`src/rtl/watch_clock_v2.sv`:
```
// Watch clock: prescaled seconds tick driving sec/min/hour counters with 12/24-hour display.
// Define WATCH_ALARM_EN to build in the hour:minute alarm.
module watch_clock_v2 #(
  parameter int unsigned P_COUNT_BIT = 30,
  parameter int unsigned P_SEC_BIT   = 6,
  parameter int unsigned P_MIN_BIT   = 6,
  parameter int unsigned P_HOUR_BIT  = 5,
  parameter int unsigned P_SEC_MAX   = 60,
  parameter int unsigned P_MIN_MAX   = 60,
  parameter int unsigned P_HOUR_MAX  = 24
) (
  input  logic                   clk,
  input  logic                   reset,
  input  logic                   i_run_en,
  input  logic [P_COUNT_BIT-1:0] i_freq,
  input  logic                   i_load,
  input  logic [P_SEC_BIT-1:0]   i_load_sec,
  input  logic [P_MIN_BIT-1:0]   i_load_min,
  input  logic [P_HOUR_BIT-1:0]  i_load_hour,
  input  logic                   i_mode_12h,
  input  logic                   i_alarm_set,
  input  logic [P_MIN_BIT-1:0]   i_alarm_min,
  input  logic [P_HOUR_BIT-1:0]  i_alarm_hour,
  input  logic                   i_alarm_ack,
  output logic [P_SEC_BIT-1:0]   o_sec,
  output logic [P_MIN_BIT-1:0]   o_min,
  output logic [P_HOUR_BIT-1:0]  o_hour,
  output logic                   o_pm,
  output logic                   o_day_tick,
  output logic                   o_load_err,
  output logic                   o_alarm
);

  localparam logic [P_SEC_BIT-1:0]   SEC_LAST   = P_SEC_BIT'(P_SEC_MAX - 1);
  localparam logic [P_MIN_BIT-1:0]   MIN_LAST   = P_MIN_BIT'(P_MIN_MAX - 1);
  localparam logic [P_HOUR_BIT-1:0]  HOUR_LAST  = P_HOUR_BIT'(P_HOUR_MAX - 1);
  localparam logic [P_HOUR_BIT-1:0]  HOUR_NOON  = P_HOUR_BIT'(12);
  localparam logic [P_COUNT_BIT-1:0] CNT_ONE    = P_COUNT_BIT'(1);

  logic [P_COUNT_BIT-1:0] cnt_q, cnt_d;
  logic [P_SEC_BIT-1:0]   sec_q, sec_d, sec_out_q, sec_out_d;
  logic [P_MIN_BIT-1:0]   min_q, min_d, min_out_q, min_out_d;
  logic [P_HOUR_BIT-1:0]  hour_q, hour_d, hour_out_q, hour_out_d;
  logic                   pm_q, pm_d;
  logic                   day_tick_q, day_tick_d;
  logic                   load_err_q, load_err_d;
  logic                   tick_c, adv_c, load_ok_c, alarm_err_c;

  // Prescaler tick; >= keeps the count bounded if i_freq shrinks mid-count.
  always_comb begin
    tick_c    = i_run_en && ((i_freq <= CNT_ONE) || (cnt_q >= (i_freq - CNT_ONE)));
    adv_c     = tick_c && !i_load;
    load_ok_c = (i_load_sec <= SEC_LAST) && (i_load_min <= MIN_LAST) &&
                (i_load_hour <= HOUR_LAST);
  end

  // Next time state: cascaded counters, load overrides any tick.
  always_comb begin
    cnt_d      = cnt_q;
    sec_d      = sec_q;
    min_d      = min_q;
    hour_d     = hour_q;
    day_tick_d = 1'b0;
    if (i_run_en) begin
      cnt_d = tick_c ? '0 : cnt_q + CNT_ONE;
    end
    if (adv_c) begin
      if (sec_q == SEC_LAST) begin
        sec_d = '0;
        if (min_q == MIN_LAST) begin
          min_d = '0;
          if (hour_q == HOUR_LAST) begin
            hour_d     = '0;
            day_tick_d = 1'b1;
          end else begin
            hour_d = hour_q + P_HOUR_BIT'(1);
          end
        end else begin
          min_d = min_q + P_MIN_BIT'(1);
        end
      end else begin
        sec_d = sec_q + P_SEC_BIT'(1);
      end
    end
    if (i_load && load_ok_c) begin
      cnt_d  = '0;
      sec_d  = i_load_sec;
      min_d  = i_load_min;
      hour_d = i_load_hour;
    end
    load_err_d = (i_load && !load_ok_c) || alarm_err_c;
  end

  // Display conversion from the next internal time so outputs trail by one cycle.
  always_comb begin
    sec_out_d  = sec_d;
    min_out_d  = min_d;
    hour_out_d = hour_d;
    pm_d       = 1'b0;
    if (i_mode_12h) begin
      pm_d = (hour_d >= HOUR_NOON);
      if (hour_d == '0) begin
        hour_out_d = HOUR_NOON;
      end else if (hour_d > HOUR_NOON) begin
        hour_out_d = hour_d - HOUR_NOON;
      end
    end
  end

  always_ff @(posedge clk) begin
    if (reset) begin
      cnt_q      <= '0;
      sec_q      <= '0;
      min_q      <= '0;
      hour_q     <= '0;
      sec_out_q  <= '0;
      min_out_q  <= '0;
      hour_out_q <= '0;
      pm_q       <= 1'b0;
      day_tick_q <= 1'b0;
      load_err_q <= 1'b0;
    end else begin
      cnt_q      <= cnt_d;
      sec_q      <= sec_d;
      min_q      <= min_d;
      hour_q     <= hour_d;
      sec_out_q  <= sec_out_d;
      min_out_q  <= min_out_d;
      hour_out_q <= hour_out_d;
      pm_q       <= pm_d;
      day_tick_q <= day_tick_d;
      load_err_q <= load_err_d;
    end
  end

  assign o_sec      = sec_out_q;
  assign o_min      = min_out_q;
  assign o_hour     = hour_out_q;
  assign o_pm       = pm_q;
  assign o_day_tick = day_tick_q;
  assign o_load_err = load_err_q;

`ifdef WATCH_ALARM_EN
  logic [P_MIN_BIT-1:0]  alarm_min_q, alarm_min_d;
  logic [P_HOUR_BIT-1:0] alarm_hour_q, alarm_hour_d;
  logic                  armed_q, armed_d;
  logic                  alarm_q, alarm_d;
  logic                  alarm_ok_c, match_c;

  // Alarm fires only on a tick that lands on hh:mm:00; a set can pulse o_load_err.
  always_comb begin
    alarm_ok_c   = (i_alarm_min <= MIN_LAST) && (i_alarm_hour <= HOUR_LAST);
    alarm_err_c  = i_alarm_set && !alarm_ok_c;
    alarm_min_d  = alarm_min_q;
    alarm_hour_d = alarm_hour_q;
    armed_d      = armed_q;
    if (i_alarm_set && alarm_ok_c) begin
      alarm_min_d  = i_alarm_min;
      alarm_hour_d = i_alarm_hour;
      armed_d      = 1'b1;
    end
    match_c = adv_c && armed_q && (sec_d == '0) && (min_d == alarm_min_q) &&
              (hour_d == alarm_hour_q);
    alarm_d = alarm_q;
    if (match_c) begin
      alarm_d = 1'b1;
    end else if (i_alarm_ack) begin
      alarm_d = 1'b0;
    end
  end

  always_ff @(posedge clk) begin
    if (reset) begin
      alarm_min_q  <= '0;
      alarm_hour_q <= '0;
      armed_q      <= 1'b0;
      alarm_q      <= 1'b0;
    end else begin
      alarm_min_q  <= alarm_min_d;
      alarm_hour_q <= alarm_hour_d;
      armed_q      <= armed_d;
      alarm_q      <= alarm_d;
    end
  end

  assign o_alarm = alarm_q;
`else
  logic unused_alarm_in;
  assign unused_alarm_in = &{1'b0, i_alarm_set, i_alarm_min, i_alarm_hour, i_alarm_ack};
  assign alarm_err_c     = 1'b0;
  assign o_alarm         = 1'b0;
`endif

endmodule

```
`config.mk`:
```
export PLATFORM = sky130hd
export DESIGN_NAME = watch_clock_v2
export DESIGN_NICKNAME = d
export VERILOG_FILES = /design/src/rtl/watch_clock_v2.sv
export SDC_FILE = /design/constraint.sdc
export NUM_CORES = 1
export LEC_CHECK = 0
export ABC_AREA = 1
export CORE_AREA = 2 2 102 104
export CTS_BUF_LIST = sky130_fd_sc_hd__clkbuf_8
export DETAILED_ROUTE_END_ITERATION = 8
export DIE_AREA = 0 0 104 106
export PLACE_DENSITY = 0.7
export SYNTH_ARGS = -nofsm -noshare
export SYNTH_HDL_FRONTEND = slang
export SYNTH_SLANG_ARGS = --single-unit
```
`constraint.sdc`:
```
create_clock -name clk -period 11 [get_ports clk]
set_clock_uncertainty 0.15 [all_clocks]
set_input_delay 1.1 -clock clk [delete_from_list [all_inputs] [get_ports clk]]
set_output_delay 1.1 -clock clk [all_outputs]
set_load 0.05 [all_outputs]
```
==> results of run 1 <==
-- layout by cell type, fill, tap and decap left out, types with 5 or more instances in the layout --
| cell | Yosys | layout |
|---|---|---|
| nand2_1 | 153 | 153 |
| nor2_1 | 101 | 101 |
| inv_1 | 76 | 77 |
| clkdlybuf4s50_1 | 0 | 71 |
| dfxtp_1 | 55 | 55 |
| ha_1 | 36 | 36 |
| nand3_1 | 32 | 32 |
| a21oi_1 | 29 | 29 |
| xor2_1 | 26 | 26 |
| xnor2_1 | 24 | 24 |
| nor3_1 | 19 | 19 |
| o21ai_0 | 19 | 19 |
| nand4_1 | 15 | 15 |
| nand2_2 | 12 | 12 |
| nor4_1 | 6 | 6 |
| nor2_2 | 5 | 5 |
| nand3_2 | 5 | 5 |
| a31oi_1 | 5 | 5 |
| clkbuf_8 | 0 | 5 |
-- flip-flops by register name (all words and copies together), names as in the netlist --
signal / flops
o_pm: 1
cnt_q: 30
o_sec: 6
hour_q: 5
o_day_tick: 1
o_min: 6
o_hour: 5
o_load_err: 1
-- power breakdown --
part,internal (mW),switching [mW],total (mW)
Clock,0.0450,0.0676,0.113
Combinational,0.0440,0.0616,0.106
Sequential,0.205,0.00624,0.211
Total,0.294,0.135,0.429
-- per-layer routing --
metal	vias to the layer above	share of wire, %
met2	85	49
met4	0	1.5
li1	2281	-
met3	12	3.8
met5	-	0
met1	1969	46
-- logic make-up (layout without fill, tap and decap cells) --
kind of cell | after synthesis | after routing | share of synthesized area (%)
and+or+nand+nor | 366 | 366 | 38.5
buffers and inverters | 90 | 160 | 7.96
AOI/OAI and AO/OA | 65 | 65 | 8.30
DFF | 55 | 55 | 25.0
xor gates and xnor gates | 50 | 50 | 9.95
adders and majority gates | 36 | 36 | 10.2
other | 1 | 1 | 0.0852
-- worst min-delay path: stages (launching register included) --
cell	delay (ns)
dfxtp_1	0.35
nand2_1	0.08
a21oi_1	0.06
-- stage by stage --
step                power [mW]  hold slack [ns]  worst slack (ns)  cells
floorplan                0.278            0.321              6.31    663
global placement         0.319            0.356              4.90    861
detailed placement       0.321            0.368              4.73    861
CTS                      0.433            0.384              5.03    869
global route             0.452            0.413              4.57    869
finish                   0.429            0.374              5.05    869
-- area by class of cell --
cell class | count | area, µm²
clock buffers | 5 | 68.8
clock inverters | 3 | 20.0
fillers | 1007 | 4670
inverters | 80 | 300
multi-input cells | 518 | 2950
flip-flops and latches | 55 | 1100
well taps | 136 | 170
repair buffers | 72 | 718
-- how the worst max path moves through the flow --
stage / endpoint / slack [ns] / cells past startpoint
floorplan: o_hour[3]$_SDFF_PP0_ / 6.31 / 33
global placement: cnt_q[19]$_SDFFE_PP0P_ / 4.90 / 28
detailed placement: cnt_q[19]$_SDFFE_PP0P_ / 4.73 / 28
CTS: cnt_q[19]$_SDFFE_PP0P_ / 5.03 / 28
global route: cnt_q[27]$_SDFFE_PP0P_ / 4.57 / 29
finish: cnt_q[19]$_SDFFE_PP0P_ / 5.05 / 28
==> out/results.txt, run 1 <==
MaxCap Viol Count -> 0
Area grow syn2layout -> 21.1%
DR vias/cell -> 5.00
Root Buffer -> clkbuf_8
Post-CTS Setup Bufs -> 0
Number of global-route vias before repair -> 4241
Nets -> 833
First-pass GRT wire length -> 18.2 mm
Tot GR Track Use -> 19.3%
First drt pass iteration count -> 4
Hold Path End -> cnt_q[25]$_SDFFE_PP0P_
Largest net degree at the start of global routing -> 28
CP Launch Point -> i_freq[2]
Ys Warns -> 0
Worst Path Required -> 11.05 ns
CTS Buf Count -> 5
Die ar. -> 11000 µm²
Final wirelength -> 10.4 mm
Starting density of the core -> 44.0%
Cell family with the largest share of critical-path delay -> simple AND/OR/NAND/NOR gates
Slowest CP cell -> clkinv_1
Hold Crit Depth -> 2
Ys flop type -> dfxtp_1
Num ports -> 86
ANT nets after route -> 0
Core area -> 10000 µm²
RSZ-0062 raised after global routing -> no
Mapped Nets -> 764
Syn Std Cell Area -> 4400 µm²
Height of the die -> 106 µm
Skew-Pair Late Insertion Delay -> 0.31 ns
Setup Crit Path Kind -> in -> reg
Flops & latches, synth -> 55
Cell Rows -> 37
Initial DRC Count -> 241
Worst r2r src -> cnt_q[24]$_SDFFE_PP0P_
Final-report setup violation count -> 0
Chip Width -> 104 µm
Crit path DAT -> 6.00 ns
Hold Crit Class -> reg -> reg
Slew margin rel. -> 48.5%
Leading area contributor after synthesis -> dfxtp_1
Tightest Pin Transition -> 0.768 ns
Final instance area -> 5330 µm²
Average cell area after synthesis -> 6.64 µm²
Pleak -> 2.19 nW
Synth top area share -> 25.0%
Met2 Use GR -> 34.8%
Placer Congestion -> 0.916
Post-synthesis async set-or-reset flop share -> 0%
Worst reg2reg path endpoint -> cnt_q[19]$_SDFFE_PP0P_
Post-synth top cells -> nand2_1 (153), nor2_1 (101), inv_1 (76)
Final HPWL DP -> 8.49 mm
Hold wc startpoint -> cnt_q[25]$_SDFFE_PP0P_
Flop2flop setup slack -> 7.66 ns
Drt wl/cell -> 11.9 µm
Main area contributors after synthesis -> dfxtp_1 (25%), nand2_1 (13%), ha_1 (10%), nor2_1 (8.6%), inv_1 (6.5%)
GR peak layer -> met2
Seq/Total Area, Yosys -> 25.0%
Placed instance area -> 5240 µm²
Sink Count -> 55
Fin util -> 53.3%
Diode count -> 0
Final setup TNS -> 0 ns
Port Buffers -> 71
Crit Path Max Fanout -> 27
Final hold vios -> 0
Worst path max stage delay -> 0.69 ns
WP buf/inv -> 3
Number of synthesized flops with an enable pin -> 0
Worst R2R Path Depth -> 14
H-tree depth -> 2
Met3 usage -> 2.76%
Fraction of layout cells with a size suffix above 1 -> 6.41%
Clock-pin slew on the worst setup and hold paths -> 0.10 ns
Grt ovf -> 0
Startpoint types -> primary input
CTS Buffer Depth -> 2
Vias after detailed routing -> 4347
Slew Viols, Final -> 0
Peak supply drop -> 0.0542 mV
Status -> finished clean
Post-CTS resize count -> 0
Post-layout minimum cycle time -> 5.95 ns
GR Util met1 -> 23.9%
Crit path top cell by count -> nand2_1
Part of the cycle the worst path needs -> 54.1%
Hold buffers post-CTS -> 0
Power Density -> 80.6 nW/µm²
Cells after Synth -> 663
Top-count cell post-synth -> nand2_1
TritonCTS clock tree -> yes
Initial antenna violation count -> 0
DRC viols -> 0
Synth cell types -> 45
Worst setup EP type -> flop
Max Fclk -> 168 MHz
(Power assumes the default switching activity.)
==> inputs of run 2 (changes only) <==
Clock period 11 ns to 5.9 ns, I/O delays scaled along.
==> out/results.txt, run 2 (synthesis gave the netlist of run 1 again) <==
Grt ovf -> 0
Nets -> 835
Worst Path Required -> 5.95 ns
H-tree depth -> 2
Tot GR Track Use -> 19.5%
Commonest non-fill, non-tap cell in the layout -> nand2_1
Slew Viols, Final -> 0
RSZ-0062 raised after global routing -> no
Post-CTS resize count -> 0
Worst reg2reg path endpoint -> o_hour[2]$_SDFF_PP0_
Power Density -> 159 nW/µm²
Hold wc startpoint -> cnt_q[25]$_SDFFE_PP0P_
Non-Filler Instances -> 871
Crit path DAT -> 4.99 ns
Post-layout minimum cycle time -> 4.94 ns
Pleak -> 2.21 nW
Part of the cycle the worst path needs -> 83.7%
Sw Ratio -> 29.4%
Final-report setup violation count -> 0
Core area -> 10000 µm²
MaxCap Viol Count -> 0
ANT nets after route -> 0
Worst R2R Path Depth -> 19
Combinational power share -> 23.3%
Clk pwr share -> 30.6%
Worst setup EP type -> flop
Hold buffers post-CTS -> 0
Crit Path Max Fanout -> 11
Post-CTS Setup Bufs -> 0
CTS Buf Count -> 5
Diode count -> 0
Port Buffers -> 71
Fraction of layout cells with a size suffix above 1 -> 6.80%
First drt pass iteration count -> 5
Final HPWL DP -> 8.66 mm
Tightest Pin Transition -> 0.646 ns
Die ar. -> 11000 µm²
Largest net degree at the start of global routing -> 18
Sequential power share -> 46.1%
Peak supply drop -> 0.131 mV
Starting density of the core -> 44.0%
Final wirelength -> 10.5 mm
Most frequent cells in the layout -> nand2_1 (153), nor2_1 (101), inv_1 (76)
Sink Count -> 55
Area grow syn2layout -> 22.1%
Int Power -> 0.603 mW
Slowest CP cell -> clkdlybuf4s50_1
Chip Width -> 104 µm
Placed instance area -> 5260 µm²
Hold Crit Class -> reg -> reg
Setup Crit Path Kind -> in -> reg
Dpl cells -> 863
Status -> finished clean
Net switching power -> 0.251 mW
Clock-pin slew on the worst setup and hold paths -> 0.10 ns
Startpoint types -> primary input
Initial DRC Count -> 196
Worst r2r src -> cnt_q[24]$_SDFFE_PP0P_
Fin util -> 53.7%
Flop2flop setup slack -> 3.08 ns
Root Buffer -> clkbuf_8
TritonCTS clock tree -> yes
Max Fclk -> 202 MHz
Placer Congestion -> 0.922
Cell Rows -> 37
Height of the die -> 106 µm
Final instance area -> 5370 µm²
Skew-Pair Late Insertion Delay -> 0.30 ns
Top reg by flops -> cnt_q
Hold Crit Depth -> 2
Number of global-route vias before repair -> 4329
Hold Path End -> cnt_q[25]$_SDFFE_PP0P_
CTS Buffer Depth -> 2
DRC viols -> 0
Num ports -> 86
Final setup TNS -> 0 ns
Worst path max stage delay -> 0.47 ns
DR vias/cell -> 4.99
Largest register FFs -> 30
Slew margin rel. -> 56.8%
Vias after detailed routing -> 4346
Final hold vios -> 0
Drt wl/cell -> 12.1 µm
Initial antenna violation count -> 0
First-pass GRT wire length -> 18.3 mm
[run 2: cell count changes in the layout (fill, tap and decap cells not counted)]
cell and change:
buf_4 +2, bufinv_16 +1, clkbuf_8 +1, clkinv_2 +1
clkinvlp_4 -1, inv_1 -1, inv_6 -1
[run 2: metal layers]
metal | global-route usage, % | wire, µm
met5 | 0 | 0
met4 | 4.44 | 132
met3 | 3.13 | 317
met2 | 36.2 | 5260
met1 | 23.5 | 4810
[run 2: worst max-delay path: cells and delay by family]
| family | cells | cell delay [ns] |
|---|---|---|
| buffers and inverters | 3 | 0.63 |
| adders and majority gates | 1 | 0.26 |
| xor gates and xnor gates | 1 | 0.14 |
| AOI/OAI and AO/OA | 1 | 0.21 |
| and+or+nand+nor | 27 | 3.16 |
[run 2: final cells by class]
| class | count | area, µm² |
|---|---|---|
| clock buffers | 6 | 82.6 |
| clock inverters | 2 | 35.0 |
| repair buffers | 74 | 733 |
| flip-flops and latches | 55 | 1100 |
| multi-input cells | 518 | 2950 |
| well taps | 136 | 170 |
| inverters | 80 | 300 |
| fillers | 1006 | 4630 |
[run 2: worst max path at each step]
stage,endpoint,from,depth (start not counted)
floorplan,o_hour[3]$_SDFF_PP0_,i_freq[1],33
global placement,o_hour[2]$_SDFF_PP0_,i_freq[2],33
detailed placement,o_hour[2]$_SDFF_PP0_,i_freq[2],33
CTS,o_hour[2]$_SDFF_PP0_,i_freq[2],33
global route,o_hour[2]$_SDFF_PP0_,i_freq[2],34
finish,o_hour[2]$_SDFF_PP0_,i_freq[2],33
[run 2: per-stage QoR]
step                worst slack (ns)  power [mW]  hold WS [ns]
detailed placement             0.675       0.600         0.362
global route                   0.483       0.893         0.415
floorplan                       1.72       0.518         0.321
finish                         0.959       0.853         0.368
global placement               0.824       0.596         0.356
CTS                            0.984       0.859         0.380
[run 2: power groups by stage]
stage | Combinational, mW | Sequential, mW | Clock, mW
floorplan | 0.0914 | 0.427 | 0
global placement | 0.194 | 0.402 | 0
detailed placement | 0.199 | 0.402 | 0
CTS | 0.199 | 0.394 | 0.266
global route | 0.219 | 0.395 | 0.279
finish | 0.199 | 0.394 | 0.261
